File: src/rtl/multibyte_add_sequencer.sv
// Multi-byte add/subtract sequencer: one 8-bit adder reused across NBYTES passes,
// least significant byte first, with a Start/ResultValid/ResultAck handshake.
// Ports:
//   Clock, Reset        rising-edge clock, asynchronous active-high reset
//   Start, Sub          request and operation select (0 add, 1 subtract), sampled in IDLE
//   OpX, OpY            W-bit operands, latched on the accept edge
//   Busy                high whenever the sequencer is not idle
//   ResultValid         high while a finished result is offered
//   ResultAck           consumer accept, honoured only while ResultValid is high
//   Result              W-bit sum/difference modulo 2^W
//   CarryOut, Overflow  final carry (1 = no borrow for Sub) and signed overflow
module multibyte_add_sequencer #(
    parameter int unsigned NBYTES = 4
) (
    input  logic                  Clock,
    input  logic                  Reset,
    input  logic                  Start,
    input  logic                  Sub,
    input  logic [8*NBYTES-1:0]   OpX,
    input  logic [8*NBYTES-1:0]   OpY,
    output logic                  Busy,
    output logic                  ResultValid,
    input  logic                  ResultAck,
    output logic [8*NBYTES-1:0]   Result,
    output logic                  CarryOut,
    output logic                  Overflow
);

    localparam int unsigned W    = 8 * NBYTES;
    localparam int unsigned IDXW = $clog2(NBYTES);

    typedef enum logic [1:0] {
        IDLE = 2'd0,
        ADD  = 2'd1,
        DONE = 2'd2
    } stateT;

    stateT            state;
    stateT            stateNext;

    logic [W-1:0]     xReg;
    logic [W-1:0]     yReg;
    logic             subReg;
    logic             carryReg;
    logic [IDXW-1:0]  byteIdx;

    logic [7:0]       xByte;
    logic [7:0]       yByte;
    logic [7:0]       addSum;
    logic             addCarry;
    logic             isLast;

    assign isLast = (byteIdx == IDXW'(NBYTES - 1));

    // Shared byte adder; subtraction is X + ~Y + 1 with the +1 preloaded in carryReg.
    always_comb begin
        xByte              = xReg[{byteIdx, 3'b000} +: 8];
        yByte              = yReg[{byteIdx, 3'b000} +: 8] ^ {8{subReg}};
        {addCarry, addSum} = {1'b0, xByte} + {1'b0, yByte} + 9'(carryReg);
    end

    // State register.
    always_ff @(posedge Clock or posedge Reset) begin
        if (Reset) begin
            state <= IDLE;
        end else begin
            state <= stateNext;
        end
    end

    // Next-state logic.
    always_comb begin
        stateNext = state;
        unique case (state)
            IDLE:    if (Start)     stateNext = ADD;
            ADD:     if (isLast)    stateNext = DONE;
            DONE:    if (ResultAck) stateNext = IDLE;
            default:                stateNext = IDLE;
        endcase
    end

    // Datapath and registered outputs.
    always_ff @(posedge Clock or posedge Reset) begin
        if (Reset) begin
            xReg        <= '0;
            yReg        <= '0;
            subReg      <= 1'b0;
            carryReg    <= 1'b0;
            byteIdx     <= '0;
            Result      <= '0;
            CarryOut    <= 1'b0;
            Overflow    <= 1'b0;
            Busy        <= 1'b0;
            ResultValid <= 1'b0;
        end else begin
            Busy        <= (stateNext != IDLE);
            ResultValid <= (stateNext == DONE);
            unique case (state)
                IDLE: begin
                    if (Start) begin
                        xReg     <= OpX;
                        yReg     <= OpY;
                        subReg   <= Sub;
                        carryReg <= Sub;
                        byteIdx  <= '0;
                    end
                end
                ADD: begin
                    Result[{byteIdx, 3'b000} +: 8] <= addSum;
                    carryReg <= addCarry;
                    byteIdx  <= byteIdx + IDXW'(1);
                    // Top byte pass: its sign bits decide the signed overflow.
                    if (isLast) begin
                        CarryOut <= addCarry;
                        Overflow <= (xByte[7] == yByte[7]) && (addSum[7] != xByte[7]);
                    end
                end
                default: ;
            endcase
        end
    end

endmodule
File: config.mk
export PLATFORM = sky130hd
export DESIGN_NAME = multibyte_add_sequencer
export DESIGN_NICKNAME = d
export VERILOG_FILES = /design/src/rtl/multibyte_add_sequencer.sv
export SDC_FILE = /design/constraint.sdc
export NUM_CORES = 1
export LEC_CHECK = 0
export CAP_MARGIN = 40
export CORE_ASPECT_RATIO = 1.25
export CORE_MARGIN = 8
export CORE_UTILIZATION = 51
export DETAILED_ROUTE_END_ITERATION = 12
export GPL_TIMING_DRIVEN = 0
export HOLD_SLACK_MARGIN = 0.08
export PLACE_DENSITY_LB_ADDON = 0.12
export SLEW_MARGIN = 25
export SYNTH_ARGS = -nofsm -noshare
export SYNTH_HDL_FRONTEND = slang
export SYNTH_SLANG_ARGS = --single-unit
File: constraint.sdc
create_clock -name Clock -period 4.7 [get_ports Clock]
set_input_delay 0.94 -clock Clock [delete_from_list [all_inputs] [get_ports Clock]]
set_output_delay 0.94 -clock Clock [all_outputs]
set_load 0.005 [all_outputs]
### Word level (Yosys, flattened, before mapping)

Cells that the tools add are included.

| word-level totals | value |
|---|---|
| flip-flop bits (word level) | 106 |
| word-level logic and storage cells | 43 |

| operators by class | value |
|---|---|
| equality and inequality tests | 7 |
| shift-type cells | 4 |
| add/sub/neg operators | 4 |
| bitwise operators | 1 |
| reductions and logical operators | 7 |
| muxes and demuxes | 9 |

Operators with widths:

| cell | count |
|---|---|
| 32-bit by 6-bit variable part select with 8-bit output | 2 |
| 32-bit bitwise mux | 1 |
| 8-bit by 7-bit variable shift with 32-bit output, first input constant | 1 |
| 8-bit by 7-bit variable part select with 32-bit output | 1 |
| 8-bit by 8-bit adder with 9-bit output | 1 |
| 9-bit by 1-bit adder with 9-bit output | 1 |
| 2-bit two-way mux | 4 |
| 8-bit bitwise XOR | 1 |
| 5-bit negation with 7-bit output | 1 |
| 2-bit == test, second input constant | 3 |
| 2-bit case mux with 3 select lines | 1 |
| 2-bit AND reduction | 3 |
| 2-bit case mux with 2 select lines | 1 |
| 2-bit nonzero test | 2 |
| 2-bit by 1-bit adder with 2-bit output, second input constant | 1 |
| 2-bit by 1-bit == test with 1-bit output, second input constant | 1 |
| 2-bit zero test | 1 |
| 2-bit != test, second input constant | 1 |
| 1-bit case mux with 2 select lines | 1 |
| 1-bit == test | 1 |
| 1-bit logical AND | 1 |
| 1-bit two-way mux | 1 |
| 1-bit != test | 1 |

### Depth between registers and ports, before layout

Gate-level depths: netlist (run 1).

| logic depth | value |
|---|---|
| depth in word-level cells | 6 |
| mapped depth | 11 |
| mapped depth without buffers | 9 |

### Least setup slack after synthesis (run 1)

Ideal clock, no wire load.

| timing | value |
|---|---|
| kind | reg-to-reg |
| from | register byteIdx[0] |
| to | register carryReg |
| stages on the path, launching flop included | 12 |
| period minus slack after synthesis | 2.892 ns |
| data arrival time | 2.780 ns |
| setup slack | 1.808 ns |
| library setup time | 0.111 ns |
| data required time | 4.589 ns |
| path through | dfrtp_1 -> buf_2 -> buf_6 -> mux4_2 -> xnor2_1 -> fa_1 -> inv_1 -> fa_1 -> a211oi_1 -> o21a_1 -> o21a_1 -> a222oi_1 |

| between the ends | value |
|---|---|
| longest elaborated chain between the ends | 5 |
| elaborated cells on any way between the ends | 6 |
| classes of those cells | 2 x add/sub; 2 x shift; 1 x mux; 1 x bitwise |

RTL lines:

| item | line | source |
|---|---|---|
| from (decl) | 45 | `logic [IDXW-1:0] byteIdx;` |
| from (signal assigned) | 111 | `byteIdx <= byteIdx + IDXW'(1);` |
| 32-bit by 6-bit variable part select with 8-bit output | 58 | `yByte = yReg[{byteIdx, 3'b000} +: 8] ^ {8{subReg}};` |
| 8-bit bitwise XOR | 58 |  |
| 8-bit by 8-bit adder with 9-bit output * | 59 | `{addCarry, addSum} = {1'b0, xByte} + {1'b0, yByte} + 9'(carryReg);` |
| 9-bit by 1-bit adder with 9-bit output * | 59 |  |
| 1-bit case mux with 2 select lines * | 98 | `unique case (state)` |
| to (signal assigned) | 104 | `carryReg <= Sub;` |
| to (signal assigned) | 110 | `carryReg <= addCarry;` |
| to (decl) | 44 | `logic carryReg;` |

Every way passes the cells marked *; elsewhere a longest branch is shown, timed or not.
A chain may end at the register's enable or synchronous reset.

### Worst setup path after layout (run 1)

| timing | value |
|---|---|
| from | register byteIdx[1] |
| to | register Result[22] |

| between the ends | value |
|---|---|
| longest elaborated chain between the ends | 6 |
| elaborated cells on any way between the ends | 9 |
| classes of those cells | 3 x add/sub; 4 x shift; 1 x mux; 1 x bitwise |

RTL lines:

| item | line | source |
|---|---|---|
| 32-bit by 6-bit variable part select with 8-bit output | 58 |  |
| 8-bit bitwise XOR | 58 |  |
| 8-bit by 8-bit adder with 9-bit output | 59 |  |
| 9-bit by 1-bit adder with 9-bit output | 59 |  |
| 8-bit by 7-bit variable part select with 32-bit output | 109 | `Result[{byteIdx, 3'b000} +: 8] <= addSum;` |
| 32-bit bitwise mux * | 109 |  |
| to (signal, indexed assignment) | 109 |  |
| to (decl) | 24 | `output logic [8*NBYTES-1:0] Result,` |

Marked as above.

==> results of run 1 <==
metrics by stage:
stage	utilization (%)	TNS (ns)	worst slack (ns)	area, sq um
2_1_floorplan	-	0	0.9711	5057
3_3_place_gp	64.77	-47.96	-0.4603	6256
3_5_place_dp	65.10	0	1.206	6289
4_1_cts	69.11	0	1.162	6675
5_1_grt	69.11	0	0.7964	6675
6_report	69.11	0	1.164	6675
cell type report:
class	count	share of cell area, %
plain buffers	17	1.818
repair buffers	105	16.01
inverters	9	0.5811
multi-input cells	234	33.70
flip-flops and latches	106	39.74
clock buffers	12	3.993
clock inverters	4	1.799
well taps	126	2.362
worst min-delay path: cells and delay by family, from the launching register on:
kind | cells | cell delay (ns)
AND/OR/NAND/NOR | 1 | 0.04
AO/OA/AOI/OAI | 1 | 0.06
flip-flops | 1 | 0.35
how the worst min path moves through the flow:
stage,from,endpoint,slack [ns],depth (start not counted)
finish,Result[30],Result[30],0.48,2
global route,yReg[25],yReg[25],0.50,1
CTS,Result[8],Result[8],0.49,2
detailed placement,Result[8],Result[8],0.47,2
global placement,Result[8],Result[8],0.46,2
floorplan,xReg[16],xReg[16],0.45,1
per-layer routing:
metal | vias up | global-route usage, % | share of wire (%) | wire length [um]
li1 | 1600 | - | - | -
met1 | 1714 | 21.01 | 40 | 4635
met2 | 78 | 32.67 | 54 | 6305
met3 | 15 | 4.276 | 4.4 | 512
met4 | 0 | 7.576 | 2.1 | 246
met5 | - | 0 | 0 | 0
synth_stat cells, types with 3 or more instances:
master / count / area share (%)
o21ai_1: 5 / 0.49
o2111ai_1: 4 / 0.69
o31ai_1: 3 / 0.45
xor2_1: 8 / 1.4
inv_1: 9 / 0.67
mux4_2: 16 / 7.1
nor3_1: 3 / 0.30
nand3b_1: 3 / 0.45
mux2_1: 11 / 2.4
nor2_1: 5 / 0.37
buf_2: 7 / 0.69
buf_6: 6 / 1.3
a22o_1: 17 / 2.9
nand2b_1: 5 / 0.62
dfrtp_1: 106 / 52
o211ai_2: 5 / 1.2
nand2_1: 28 / 2.1
o21ai_0: 15 / 1.5
ha_1: 13 / 3.2
mux2_2: 54 / 12
a21oi_1: 3 / 0.30
sequential cells by signal, summed over array words and instances (netlist names):
name and flops:
Overflow 1, xReg 32, Busy 1, subReg 1
Result 32, state 2, yReg 32, byteIdx 2
CarryOut 1, ResultValid 1, carryReg 1
cell usage in the layout (no fill, tap or decap), types with 5 or more instances in the layout:
cell,count
inv_1,8
nand2_1,28
buf_2,7
ha_1,13
a22o_1,17
o21ai_0,15
nand2b_1,5
o21ai_1,5
dfrtp_1,106
xor2_1,8
nor2_1,5
o211ai_2,5
clkbuf_16,9
mux2_1,11
buf_6,6
mux4_2,16
mux2_2,54
clkdlybuf4s50_1,104
power groups by stage:
stage / Clock [mW] / Sequential, mW / Combinational, mW
after global routing: 0.990 / 1.59 / 3.72
after floorplan: 0 / 1.49 / 2.41
after detailed placement: 0 / 1.55 / 3.38
after global placement: 0 / 1.53 / 3.30
final: 0.939 / 1.54 / 3.40
after CTS: 0.952 / 1.54 / 3.42
kinds of logic after synthesis:
logic type / after synthesis
fa+ha+maj: 15
mux: 81
simple gates: 63
buf+inv: 26
flops: 106
compound gates: 65
xor+xnor: 10
==> reports/metrics.cfg, run 1 <==
[run_status]
status = completed

[route]
via_per_inst = 5.558
firstDrtPassIters = 4
drc_errors = 0
ant_nets = 0
vias = 3407
initialDrtViolationCount = 113
wl_per_cell_um = 19.09
routed_wl_um = 11700

[synthesis]
synth_edf_count = 0
synth_simple_gate_area_share_pct = 7.373
ys_seq_elements = 106
synthDistinctLibCells = 52
async_flop_share_pct = 100.0
synth_area_sq_mm = 0.005057
synth_mux_area_share_pct = 21.60
syn_nets = 450
synth-adder-area-share_pct = 4.008
yosysSeqAreaShare_pct = 52.45
synth_top_family_by_area = multiplexers
syn_avg_cell_area_sq_um = 13.82
synth_xor_area_share_pct = 1.732
syn_inst = 366
synthFlopType = dfrtp_1
yosys_warnings = 0
synth-compound-area-share_pct = 9.772

[power]
switchingPower_mw = 2.405
pwr-share-seq_pct = 26.2
powerDensity_mw_per_mm2 = 880.8
p_comb_share_pct = 57.9
p_clk_share_pct = 16.0
swShare_pct = 40.91
ir_drop_v = 0.0005685
power_mw = 5.879
p_int_mw = 3.474
p_leak_nw = 2.814

[critical_path]
crit_path_cell_trace = buf_2, buf_2, mux4_2, xnor2_1, fa_1, inv_1, fa_1, a211oi_1, o21a_1, o211ai_1, o21ai_0
reg2reg_from = byteIdx[1]
end_kind = flop
start_kind = flop
rr_worst_depth = 11
worstSetupPathType = reg2reg
cp_num_buf_inv = 3
critPathLaunch = byteIdx[1]
critPathMaxFanout = 10
crit_end = Result[22]
reg2reg_slack_ns = 1.16
max_stage_delay_ns = 0.42
worst_r2r_endpoint = Result[22]
cp_num_cells = 11
crit_family = compound AO/OA/AOI/OAI gates
cp_data_arrival_time_ns = 3.80
required_ns = 4.96
slowest_stage = dfrtp_1

[sta]
slew_viol_final = 0
post-route-period-util_pct = 75.23
clock.fmax_ghz = 0.2828
clock_skew_ns = 0.008356
slew_headroom_pct = 48.50
setup_viol = 0
tightestPinTransition_ns = 0.7678
timing.final.crit_period_ns = 3.536
hold_ws_ns = 0.4803
rsz0062_at_grt = no
hold_viol = 0

[clock_network]
holdBufCountCts = 0
clkLatencyLatePin_ns = 0.35
cts.sinks = 106
max-clock-path-buffers = 2
cts_buffers = 9
cts-root-buf = clkbuf_16
cts_resized = 0
postCtsSetupRepairBufs = 0
h-tree-depth = 3
cts_tree = done
path_clk_slew_ns = 0.07

[layout]
area_growth_pct = 31.99
diodes = 0
multi_input_area_sq_mm = 0.002250
regArea_sq_mm = 0.002653
fin_cells = 613
fillCellCount = 709
drive_gt1_share_pct = 23.82
nets = 566

[floorplanning]
fp.dieW_um = 105.1
ios = 105
initial_core_util_pct = 52.36
row_count = 40
dieHeight_um = 127.3
dieArea_sq_mm = 0.01338
core_area_sq_mm = 0.009659

[flow_run]
max-cap-violations = 0

[grt]
antenna_found_initial = 0
grt_max_degree = 64
grt.overflow.total = 0
grt_pass1_vias = 3808
grt_pass1_wl_um = 19560
track_usage_pct = 18.48

[place]
portBuffers = 104
place_hpwl_um = 9028
place_congestion = 0.8478
placed_cells = 597

[worst_hold_path]
hp-class = reg2reg

Note: power is estimated with default switching activity, not from simulation.
==> run 2: changes to the inputs <==
- clock period: 4.7 -> 3.4 ns (I/O delays scaled with it)
==> reports/metrics.cfg, run 2 (same netlist as run 1, synthesis figures left out) <==
[route]
wl_per_cell_um = 19.26
drc_errors = 0
ant_nets = 0
vias = 3451
routed_wl_um = 11860
firstDrtPassIters = 4
via_per_inst = 5.602
initialDrtViolationCount = 104

[critical_path]
critPathMaxFanout = 10
cp_data_arrival_time_ns = 3.45
worstSetupPathType = reg2reg
reg2reg_slack_ns = 0.15
start_kind = flop
end_kind = flop
required_ns = 3.60

[layout]
mostFrequentLayoutCell = dfrtp_1
reg_top3 = Result (32), xReg (32), yReg (32)
area_growth_pct = 31.74
diodes = 0
layout_common_cells = dfrtp_1, clkdlybuf4s50_1, mux2_2
final_design_area_no_fill_sq_mm = 0.006663
nets = 569
drive_gt1_share_pct = 24.69

[grt]
grt_pass1_wl_um = 19640
grt.overflow.total = 0
track_usage_pct = 18.42
grt_max_degree = 33
grt_pass1_vias = 3905
antenna_found_initial = 0

[sta]
slew_viol_final = 0
slew_headroom_pct = 55.89
timing.final.crit_period_ns = 3.246
hold_viol = 0
clock.fmax_ghz = 0.3081
setup_viol = 0
clock_skew_ns = 0.005739
post-route-period-util_pct = 95.46
tightestPinTransition_ns = 0.6562

[power]
ir_drop_v = 0.0006960
p_int_mw = 4.628
pwr-share-seq_pct = 26.6
switchingPower_mw = 3.374
powerDensity_mw_per_mm2 = 1201
p_clk_share_pct = 12.8
p_leak_nw = 2.796
swShare_pct = 42.16
p_comb_share_pct = 60.5
power_mw = 8.002

[clock_network]
h-tree-depth = 3
max-clock-path-buffers = 2
clkLatencyLatePin_ns = 0.34
cts-root-buf = clkbuf_16
cts_tree = done
cts_buffers = 9
path_clk_slew_ns = 0.06
cts.sinks = 106
holdBufCountCts = 0

[floorplanning]
row_count = 40
ios = 105
fp.dieW_um = 105.1
dieArea_sq_mm = 0.01338
dieHeight_um = 127.3
initial_core_util_pct = 52.36
core_area_sq_mm = 0.009659

[run_status]
status = completed

[place]
place_hpwl_um = 9285
placed_area_sq_mm = 0.006320
place_congestion = 0.8503
portBuffers = 104

[flow_run]
max-cap-violations = 0

[worst_hold_path]
hp-class = reg2reg

==> run 2: critical path, cell delays in order, from the launching register on <==
cell and delay, ns:
dfrtp_1 0.40, buf_6 0.16, buf_8 0.18, mux4_2 0.57, xnor2_2 0.17, fa_2 0.40
inv_1 0.08, fa_1 0.25, a211oi_2 0.10, o21a_1 0.21, o211ai_1 0.45, o21ai_1 0.14
==> run 2: area by class of cell <==
| cell class | count | area (sq um) |
|---|---|---|
| Clock inverter | 4 | 51.30 |
| Multi-Input combinational cell | 234 | 2270 |
| Fill cell | 713 | 2997 |
| Timing Repair Buffer | 108 | 1109 |
| Inverter | 9 | 37.54 |
| Buffer | 17 | 138.9 |
| Sequential cell | 106 | 2653 |
| Clock buffer | 12 | 246.5 |
| Tap cell | 126 | 157.7 |
==> run 2: final timing paths <==
kind / from / to / depth (start not counted)
setup / recovery: byteIdx[0] / Result[14] / 11
hold / removal: xReg[18] / xReg[18] / 1
setup reg to reg: byteIdx[0] / Result[14] / 11
hold reg to reg: xReg[18] / xReg[18] / 1
max in group asynchronous: Reset / yReg[2] / 4
min in group asynchronous: Reset / Result[4] / 2
==> run 2: per-stage QoR <==
| stage | setup slack [ns] | cells | hold slack [ns] | TNS (ns) | util [%] |
|---|---|---|---|---|---|
| floorplan | 0.5085 | 366 | 0.4524 | 0 | - |
| global placement | -0.1075 | 596 | 0.4622 | -0.3523 | 64.81 |
| detailed placement | -0.1817 | 599 | 0.4721 | -0.6255 | 65.43 |
| CTS | 0.05610 | 615 | 0.4863 | 0 | 68.74 |
| global route | -0.01116 | 616 | 0.5092 | -0.01116 | 68.98 |
| finish | 0.1544 | 616 | 0.4846 | 0 | 68.98 |
==> run 2: power groups by stage <==
stage | Clock, mW | Sequential (mW) | Combinational [mW]
CTS | 1.05 | 2.13 | 4.78
detailed placement | 0 | 2.15 | 4.66
floorplan | 0 | 2.06 | 3.34
global route | 1.10 | 2.20 | 5.30
global placement | 0 | 2.10 | 4.52
finish | 1.03 | 2.13 | 4.84
==> run 2: timing repair <==
item / in CTS / in global routing
pin swaps: 1 / 3
setup buffers: 0 / 1
setup endpoints to repair: 7 / 8
gates resized for setup: 7 / 6
==> run 2: per-layer routing <==
layer	vias up	GRT usage [%]	share of wire (%)	wire, um
met2	97	33.23	54	6450
li1	1597	-	-	-
met4	0	7.492	1.9	229
met1	1740	20.85	39	4684
met3	17	3.521	4.2	499
met5	-	0	0	0
==> run 3: changes to the inputs <==
- CORE_UTILIZATION: 51 -> 50
- SLEW_MARGIN: 25 -> 20
==> reports/metrics.cfg, run 3 (same netlist as run 1, synthesis figures left out) <==
[route]
vias = 3435
wl_per_cell_um = 19.02
drc_errors = 0
ant_nets = 0
firstDrtPassIters = 4
routed_wl_um = 11790
initialDrtViolationCount = 95
via_per_inst = 5.540

[floorplanning]
dieHeight_um = 128.4
core_area_sq_mm = 0.009952
fp.dieW_um = 106.0
ios = 105
dieArea_sq_mm = 0.01361
initial_core_util_pct = 50.82
row_count = 41

[sta]
clock.fmax_ghz = 0.3165
tightestPinTransition_ns = 0.7344
timing.final.crit_period_ns = 3.159
slew_viol_final = 0
setup_viol = 0
setup_tns_ns = 0
layout_setup_ws_ns = 0.2406
slew_headroom_pct = 50.63
post-route-period-util_pct = 92.92
hold_viol = 0
rsz0062_at_grt = no
clock_skew_ns = 0.006421

[layout]
layout_common_cells = dfrtp_1, clkdlybuf4s50_1, mux2_2
multi_input_area_sq_mm = 0.002262
reg_top3 = Result (32), xReg (32), yReg (32)
area_growth_pct = 31.72
fillCellCount = 754
nets = 570
drive_gt1_share_pct = 24.64
regArea_sq_mm = 0.002653
diodes = 0
final_util_pct = 66.93
fin_cells = 620
mostFrequentLayoutCell = dfrtp_1

[critical_path]
critPathMaxFanout = 10
slowest_stage = dfrtp_1
max_stage_delay_ns = 0.40
end_kind = flop
cp_num_buf_inv = 4
worstSetupPathType = reg2reg
rr_worst_depth = 12
cp_data_arrival_time_ns = 3.42
crit_family = buffers and inverters
cp_num_cells = 12
start_kind = flop
cp_common_cell = buf_4
crit_path_cell_trace = buf_2, buf_4, mux4_2, xnor2_1, fa_1, inv_1, fa_2, a211oi_2, o21a_1, o211ai_1, buf_4, o21ai_0
required_ns = 3.67

[grt]
grt.overflow.total = 0
grt_max_degree = 35
track_usage_pct = 18.37
grt_pass1_wl_um = 19650
grt_pass1_vias = 3811
antenna_found_initial = 0

[clock_network]
h-tree-depth = 3
path_clk_slew_ns = 0.07
cts.sinks = 106
cts_tree = done
holdBufCountCts = 0
clkLatencyLatePin_ns = 0.34
cts-root-buf = clkbuf_16
cts_buffers = 9
max-clock-path-buffers = 2

[power]
swShare_pct = 42.10
p_clk_share_pct = 12.8
p_leak_nw = 2.791
ir_drop_v = 0.0006723
pwr-share-seq_pct = 26.4
powerDensity_mw_per_mm2 = 1208
p_int_mw = 4.660
switchingPower_mw = 3.388
p_comb_share_pct = 60.9

[run_status]
status = completed

[worst_hold_path]
whs_path_depth = 2
hp-class = reg2reg

[place]
place_hpwl_um = 9202
placed_cells = 602
portBuffers = 104
place_congestion = 0.8201
dp_slack_ns = -0.1876

[flow_run]
max-cap-violations = 0

-- run 3: cell type report --
type | count | share of cell area (%)
Sequential cell | 106 | 39.82
Multi-Input combinational cell | 234 | 33.96
Timing Repair Buffer | 109 | 16.87
Clock buffer | 11 | 3.494
Tap cell | 129 | 2.423
Buffer | 17 | 2.047
Clock inverter | 5 | 0.8264
Inverter | 9 | 0.5635
-- run 3: worst register-to-register path, stage by stage (launching register included) --
cell and delay, ns:
dfrtp_1 0.40, buf_2 0.29, buf_4 0.28, mux4_2 0.35
xnor2_1 0.21, fa_1 0.26, inv_1 0.07, fa_2 0.37
a211oi_2 0.25, o21a_1 0.18, o211ai_1 0.08, buf_4 0.17
o21ai_0 0.16
-- run 3: power by group through the flow --
stage / registers (mW) / clock network (mW) / logic, mW
3_5_place_dp: 2.14 / 0 / 4.66
3_3_place_gp: 2.11 / 0 / 4.55
6_report: 2.12 / 1.03 / 4.90
5_1_grt: 2.20 / 1.09 / 5.34
4_1_cts: 2.12 / 1.04 / 4.73
2_1_floorplan: 2.06 / 0 / 3.34
-- run 3: path summary, 6_finish.rpt --
kind / from / endpoint / slack [ns]
setup reg to reg: byteIdx[1] / Result[22] / 0.24
hold / removal: Result[24] / Result[24] / 0.48
max in group asynchronous: Reset / yReg[18] / 2.07
setup / recovery: byteIdx[1] / Result[22] / 0.24
hold reg to reg: Result[24] / Result[24] / 0.48
min in group asynchronous: Reset / xReg[0] / 0.76
-- run 3: layer usage --
metal / GRT usage, % / vias up / wire length, um
met5: 0 / - / 0
met4: 7.635 / 0 / 220
met3: 4.102 / 14 / 602
met2: 32.96 / 79 / 6390
met1: 20.53 / 1738 / 4579
li1: - / 1604 / -
-- run 3: through the flow --
| stage | hold WS [ns] | area (sq um) | power, mW |
|---|---|---|---|
| 2_1_floorplan | 0.4524 | 5061 | 5.401 |
| 6_report | 0.4824 | 6661 | 8.048 |
| 3_3_place_gp | 0.4633 | 6264 | 6.653 |
| 3_5_place_dp | 0.4707 | 6331 | 6.806 |
| 5_1_grt | 0.5013 | 6661 | 8.630 |
| 4_1_cts | 0.4862 | 6631 | 7.886 |
-- run 3: what timing repair did --
item / 4_1_cts / 5_1_grt
pin swaps: 0 / 2
setup buffers: 0 / 2
endpoints found under the setup margin: 7 / 13
gates cloned: 0 / 0
resized for setup: 4 / 6
